<file path="src/rtl/osd_pkg.sv">
// Shared definitions for the OSD character-RAM writer.
//   osd_wr_state_t : writer FSM states
//   CC_*           : control codes recognised in the byte stream
//   hex_ascii()    : nibble -> uppercase ASCII hex digit
package osd_pkg;

  typedef enum logic [2:0] {
    ST_IDLE    = 3'd0,
    ST_ESC_COL = 3'd1,
    ST_ESC_ROW = 3'd2,
    ST_HEX_LO  = 3'd3,
    ST_CLEAR   = 3'd4
  } osd_wr_state_t;

  localparam logic [7:0] CC_CR  = 8'h0D;
  localparam logic [7:0] CC_LF  = 8'h0A;
  localparam logic [7:0] CC_FF  = 8'h0C;
  localparam logic [7:0] CC_ESC = 8'h1B;

  function automatic logic [7:0] hex_ascii(input logic [3:0] nibble);
    if (nibble < 4'd10) return 8'h30 + {4'h0, nibble};
    else                return 8'h37 + {4'h0, nibble};
  endfunction

endpackage

</file>
<file path="src/rtl/osd_console_writer.sv">
// Byte-stream front end for the OSD character RAM.
// Accepts text, control codes, ESC cursor positioning and hex-dump bytes over
// a valid/ready handshake, tracks a text cursor and drives single-cycle writes
// into the 40x30 character RAM.
// Ports:
//   clk, reset_n          clock, async active-low reset
//   in_valid/in_ready     byte handshake; in_data byte, in_hex = print as hex
//   clear_req             one-cycle request to blank the screen and home
//   wr_addr/wr_data/wr_en registered char RAM write port
//   busy                  high while clearing or emitting the low hex digit
//   cursor_col/cursor_row current cursor position
module osd_console_writer
  import osd_pkg::*;
#(
  parameter int         COLS       = 40,
  parameter int         ROWS       = 30,
  parameter int         ADDR_WIDTH = 11,
  parameter logic [7:0] BLANK_CHAR = 8'h20
) (
  input  logic                  clk,
  input  logic                  reset_n,
  input  logic                  in_valid,
  output logic                  in_ready,
  input  logic [7:0]            in_data,
  input  logic                  in_hex,
  input  logic                  clear_req,
  output logic [ADDR_WIDTH-1:0] wr_addr,
  output logic [7:0]            wr_data,
  output logic                  wr_en,
  output logic                  busy,
  output logic [5:0]            cursor_col,
  output logic [4:0]            cursor_row
);

  localparam logic [ADDR_WIDTH-1:0] LAST_CELL = ADDR_WIDTH'(COLS*ROWS-1);
  localparam logic [5:0]            LAST_COL  = 6'(COLS-1);
  localparam logic [4:0]            LAST_ROW  = 5'(ROWS-1);

  osd_wr_state_t         state, state_nxt;
  logic [3:0]            lo_nib, lo_nib_nxt;
  logic [ADDR_WIDTH-1:0] clr_cnt, clr_cnt_nxt;
  logic [ADDR_WIDTH-1:0] cur_addr, wr_addr_nxt;
  logic [7:0]            wr_data_nxt;
  logic                  wr_en_nxt;
  logic [5:0]            col_nxt, adv_col;
  logic [4:0]            row_nxt, adv_row, row_inc;

  // Cursor arithmetic: linear address and the position after one advance.
  always_comb begin
    cur_addr = ADDR_WIDTH'(cursor_row) * ADDR_WIDTH'(COLS) + ADDR_WIDTH'(cursor_col);
    row_inc  = (cursor_row == LAST_ROW) ? 5'd0 : cursor_row + 5'd1;
    if (cursor_col == LAST_COL) begin
      adv_col = 6'd0;
      adv_row = row_inc;
    end else begin
      adv_col = cursor_col + 6'd1;
      adv_row = cursor_row;
    end
  end

  always_comb begin
    in_ready = ((state == ST_IDLE) || (state == ST_ESC_COL) || (state == ST_ESC_ROW))
               && !clear_req;
    busy     = (state == ST_CLEAR) || (state == ST_HEX_LO);
  end

  // FSM state register
  always_ff @(posedge clk or negedge reset_n) begin
    if (!reset_n) state <= ST_IDLE;
    else          state <= state_nxt;
  end

  // FSM next-state logic
  always_comb begin
    state_nxt = state;
    case (state)
      ST_IDLE: begin
        if (clear_req)                          state_nxt = ST_CLEAR;
        else if (in_valid && in_hex)            state_nxt = ST_HEX_LO;
        else if (in_valid && in_data == CC_FF)  state_nxt = ST_CLEAR;
        else if (in_valid && in_data == CC_ESC) state_nxt = ST_ESC_COL;
      end
      ST_ESC_COL: begin
        if (clear_req)     state_nxt = ST_CLEAR;
        else if (in_valid) state_nxt = ST_ESC_ROW;
      end
      ST_ESC_ROW: begin
        if (clear_req)     state_nxt = ST_CLEAR;
        else if (in_valid) state_nxt = ST_IDLE;
      end
      // A clear arriving while the low digit is pending is honoured right
      // after that digit is written.
      ST_HEX_LO: state_nxt = clear_req ? ST_CLEAR : ST_IDLE;
      ST_CLEAR:  if (clr_cnt == LAST_CELL) state_nxt = ST_IDLE;
      default:   state_nxt = ST_IDLE;
    endcase
  end

  // FSM output logic: next values of the write port, cursor and counters
  always_comb begin
    wr_en_nxt   = 1'b0;
    wr_addr_nxt = wr_addr;
    wr_data_nxt = wr_data;
    col_nxt     = cursor_col;
    row_nxt     = cursor_row;
    lo_nib_nxt  = lo_nib;
    clr_cnt_nxt = clr_cnt;
    case (state)
      ST_IDLE: begin
        if (in_valid && !clear_req) begin
          if (in_hex) begin
            wr_en_nxt   = 1'b1;
            wr_addr_nxt = cur_addr;
            wr_data_nxt = hex_ascii(in_data[7:4]);
            col_nxt     = adv_col;
            row_nxt     = adv_row;
            lo_nib_nxt  = in_data[3:0];
          end else if (in_data >= 8'h20) begin
            wr_en_nxt   = 1'b1;
            wr_addr_nxt = cur_addr;
            wr_data_nxt = in_data;
            col_nxt     = adv_col;
            row_nxt     = adv_row;
          end else if (in_data == CC_CR) begin
            col_nxt = 6'd0;
          end else if (in_data == CC_LF) begin
            col_nxt = 6'd0;
            row_nxt = row_inc;
          end
        end
      end
      ST_ESC_COL: begin
        if (in_valid && !clear_req)
          col_nxt = (in_data > 8'(COLS-1)) ? LAST_COL : in_data[5:0];
      end
      ST_ESC_ROW: begin
        if (in_valid && !clear_req)
          row_nxt = (in_data > 8'(ROWS-1)) ? LAST_ROW : in_data[4:0];
      end
      ST_HEX_LO: begin
        wr_en_nxt   = 1'b1;
        wr_addr_nxt = cur_addr;
        wr_data_nxt = hex_ascii(lo_nib);
        col_nxt     = adv_col;
        row_nxt     = adv_row;
      end
      ST_CLEAR: begin
        wr_en_nxt   = 1'b1;
        wr_addr_nxt = clr_cnt;
        wr_data_nxt = BLANK_CHAR;
        // Counter idles at zero outside CLEAR, so entry needs no preload.
        if (clr_cnt == LAST_CELL) begin
          clr_cnt_nxt = '0;
          col_nxt     = 6'd0;
          row_nxt     = 5'd0;
        end else begin
          clr_cnt_nxt = clr_cnt + 1'b1;
        end
      end
      default: ;
    endcase
  end

  // Registered write port and cursor
  always_ff @(posedge clk or negedge reset_n) begin
    if (!reset_n) begin
      wr_en      <= 1'b0;
      wr_addr    <= '0;
      wr_data    <= 8'h00;
      cursor_col <= 6'd0;
      cursor_row <= 5'd0;
      lo_nib     <= 4'h0;
      clr_cnt    <= '0;
    end else begin
      wr_en      <= wr_en_nxt;
      wr_addr    <= wr_addr_nxt;
      wr_data    <= wr_data_nxt;
      cursor_col <= col_nxt;
      cursor_row <= row_nxt;
      lo_nib     <= lo_nib_nxt;
      clr_cnt    <= clr_cnt_nxt;
    end
  end

endmodule

</file>
<file path="config.mk">
export PLATFORM = sky130hd
export DESIGN_NAME = osd_console_writer
export DESIGN_NICKNAME = d
export VERILOG_FILES = /design/src/rtl/osd_pkg.sv /design/src/rtl/osd_console_writer.sv
export SDC_FILE = /design/constraint.sdc
export NUM_CORES = 1
export LEC_CHECK = 0
export BUFFER_PORTS_ARGS = -buffer_cell sky130_fd_sc_hd__buf_4
export CAP_MARGIN = 40
export CORE_ASPECT_RATIO = 1.5
export CORE_MARGIN = 2
export CORE_UTILIZATION = 35
export DETAILED_ROUTE_END_ITERATION = 8
export PLACE_DENSITY = 0.52
export SLEW_MARGIN = 0
export SYNTH_ARGS = -nofsm -noshare
export SYNTH_HDL_FRONTEND = slang
export SYNTH_SLANG_ARGS = --single-unit
</file>
<file path="constraint.sdc">
create_clock -name clk -period 6.1 [get_ports clk]
set_input_delay 0.305 -clock clk [delete_from_list [all_inputs] [get_ports clk]]
set_output_delay 0.305 -clock clk [all_outputs]
set_load 0.005 [all_outputs]
</file>
==> impl_metrics.env <==
export IMPL_cts_root_buf="clkbuf_16"
export IMPL_grt_max_degree=50
export IMPL_synthesis_instances=399
export IMPL_pwr_share_comb=0.504
export IMPL_netlist_area_leader_share=0.3495
export IMPL_r2r_setup_slack_ns=3.60
export IMPL_dr_pass1_iters=8
export IMPL_setup_viol=0
export IMPL_grt_use_total=0.1854
export IMPL_drt_iter0_drc=124
export IMPL_p_sw_frac=0.4288
export IMPL_area_growth_pct=15.34
export IMPL_antenna_found_initial=0
export IMPL_drc=2
export IMPL_rsz0062_at_grt="false"
export IMPL_port_buffers=45
export IMPL_top_layer="met4"
export IMPL_netlist_area_sq_um=3508
export IMPL_synthFlopType="dfrtp_1"
export IMPL_via_per_inst=5.739
export IMPL_io_pins=46
export IMPL_avgSynthCellArea_sq_um=8.793
export IMPL_max_clock_path_buffers=2
export IMPL_worstPathCellList="buf_4, inv_1, ha_1, or4b_4, o211ai_2, a41oi_1, or4_1, mux2_4"
export IMPL_pwr_share_clk=0.158
export IMPL_clk_pin_slew_worst_paths_ns=0.07
export IMPL_clk_latency_ns=0.30
export IMPL_setup_tns_ns=0
export IMPL_cts_buffers_inserted=5
export IMPL_via_count=3139
export IMPL_multi_input_area_sq_um=2113
export IMPL_cp_slowest_cell="or4_1"
export IMPL_cts_resized=0
export IMPL_routed_wl_um=9661
export IMPL_worst_clock_skew_ns=0.006569
export IMPL_cp_max_fo=7
export IMPL_wl_met1_um=4115
export IMPL_worstReg2RegStart="cursor_col[0]"
export IMPL_maxCapViolCount=0
export IMPL_leakage_nw=1.817
export IMPL_synthDistinctLibCells=64
export IMPL_fillers=1011
export IMPL_die_w_um=85.75
export IMPL_cts_setup_buffers=0
export IMPL_ys_seq_area_frac=0.3495
export IMPL_worst_setup_path_end_kind="flop"
export IMPL_synthTopCellsByArea="dfrtp_1 35%, ha_1 6.4%, xnor2_1 4.2%"
export IMPL_worstMarginPinSlew_ns=0.7818
export IMPL_antenna_left=0
export IMPL_status="complete, but fails checks"
export IMPL_die_area_sq_um=10860
export IMPL_synth_seq_cells=49
export IMPL_cts_tree="built"
export IMPL_yosys_warnings=0
export IMPL_critPathArrivalTime_ns=2.73
export IMPL_grt_overflow_total=0
export IMPL_cts_htree_levels=2
export IMPL_first_global_vias=3173
export IMPL_hold_path_class="primary input to asynchronous set/reset pin"
export IMPL_violations="design-rule violations"
export IMPL_timing_rr_end="cursor_row[2]"
export IMPL_powerDensity_nw_per_um2=454.6
export IMPL_whs_ns=0.04268
export IMPL_crit_type="primary input to flop"
export IMPL_fmax_ghz=0.3921
export IMPL_start_kind="primary input"
export IMPL_fin_crit_sh=0.4180
export IMPL_core_sq_um=9744
export IMPL_cpLargestDelayFamily="simple AND/OR/NAND/NOR gates"
export IMPL_crit_buf_inv=2
export IMPL_drive_above_1_share=0.1829
export IMPL_post_route_min_period_ns=2.550
export IMPL_ctsHoldBuffers=0
export IMPL_dp_hpwl_um=7252
export IMPL_grt_pass1_wl_um=16060
export IMPL_seqCellArea_sq_um=1226
export IMPL_dieHeight_um=126.6
export IMPL_hold_viol=0
export IMPL_intPower_w=0.001051
export IMPL_cp_slowest_stage_delay_ns=0.74
export IMPL_worstRegToRegCells=6
export IMPL_fin_nets=464
export IMPL_syn_nets=432
export IMPL_p_seq_frac=0.338
export IMPL_synth_edf_count=0
export IMPL_initial_core_util=0.3600
export IMPL_synth_area_leader_cell="dfrtp_1"
export IMPL_worstPathRequired_ns=6.28
export IMPL_clkSinkCount=49
export IMPL_synth_async_reset_ratio=1.000
export IMPL_antenna_cells=0
export IMPL_wl_met3_um=299
export IMPL_finalMaxSlewViolations=0
export IMPL_slew_headroom=0.4769
export IMPL_wl_per_cell_um=17.66
export IMPL_wl_met2_um=5044
export IMPL_rows=44
export IMPL_power_w=0.001839
export IMPL_switching_power_w=0.0007888
export IMPL_worst_ir_drop_vdd_mv=0.1377
export IMPL_finalWeightedCongestion=0.8942
## power groups by stage
stage	combinational, W	sequential, W	clock (W)
global route	0.00104	0.000647	0.000316
floorplan	0.000653	0.000570	0
finish	0.000927	0.000622	0.000290
CTS	0.000943	0.000623	0.000302
global placement	0.000936	0.000625	0
detailed placement	0.000937	0.000630	0
## per-stage QoR
stage	instances	utilization	area, sq um	worst slack, ns
final	547	0.4153	4046	3.550
after global routing	547	0.4153	4046	3.157
after CTS	547	0.4153	4046	3.557
after detailed placement	539	0.3998	3896	3.250
after global placement	539	0.3998	3896	3.332
after floorplan	399	-	3508	3.606
## kinds of logic (layout without fill, tap and decap cells)
| family | after synthesis | after routing | share of synthesized area |
|---|---|---|---|
| buf+inv | 38 | 71 | 0.05064 |
| flops | 49 | 49 | 0.3495 |
| simple gates | 140 | 140 | 0.2051 |
| fa+ha+maj | 20 | 20 | 0.07561 |
| compound gates | 117 | 117 | 0.2161 |
| xor+xnor | 19 | 19 | 0.04743 |
| mux | 16 | 16 | 0.05564 |
## state kept, by name, indices dropped and copies added (netlist names)
register and count:
clr_cnt 11, cursor_col 6, cursor_row 5, lo_nib 4
state 3, wr_addr 11, wr_data 8, wr_en 1
## worst max path at each step
stage	startpoint	to	slack [ns]	depth (start not counted)
5_1_grt	cursor_col[0]	cursor_row[2]	3.16	6
3_5_place_dp	in_data[4]	cursor_col[2]	3.25	8
6_report	in_data[4]	cursor_col[2]	3.55	8
4_1_cts	in_data[4]	cursor_col[2]	3.56	8
3_3_place_gp	in_data[4]	cursor_col[1]	3.33	8
2_1_floorplan	in_data[5]	cursor_col[0]	3.61	9
## routing by layer
metal  GRT usage  vias to the layer above
li1            -                     1516
met1      0.2266                     1529
met2      0.3300                       80
met3     0.02342                       14
met4     0.06629                        0
met5           0                        -
## cell usage after synthesis, drive strengths merged (3+ instances only)
| cell type | n |
|---|---|
| a21o | 5 |
| a21oi | 25 |
| a31oi | 15 |
| and2 | 3 |
| and3 | 6 |
| buf | 8 |
| clkbuf | 14 |
| dfrtp | 49 |
| ha | 18 |
| inv | 16 |
| mux2 | 13 |
| mux2i | 3 |
| nand2 | 38 |
| nand2b | 4 |
| nand3 | 11 |
| nand4 | 6 |
| nor2 | 36 |
| nor2b | 6 |
| nor3 | 6 |
| nor3b | 4 |
| o211ai | 6 |
| o21a | 5 |
| o21ai | 30 |
| o221ai | 3 |
| o22ai | 3 |
| o2bb2ai | 3 |
| or2 | 3 |
| xnor2 | 17 |
## area by class of cell
class	count	share of cell area
clock inverters	3	0.006184
clock buffers	5	0.03092
inverters	16	0.01484
flip-flops and latches	49	0.3030
well taps	115	0.03556
multi-input cells	312	0.5223
repair buffers	47	0.08720
## layout by cell type, fill, tap and decap left out, drive strengths merged, types with 4 or more instances in the layout
cell	instances
nand4	6
dfrtp	49
o211ai	6
nor2	36
nand3	11
mux2	13
ha	18
nor3b	4
nand2	38
nor3	6
nor2b	6
o21ai	30
xnor2	17
o21a	5
nand2b	4
a31oi	15
inv	18
and3	6
buf	47
a21o	5
clkbuf	5
a21oi	25
Note: power is estimated with default switching activity, not from simulation.
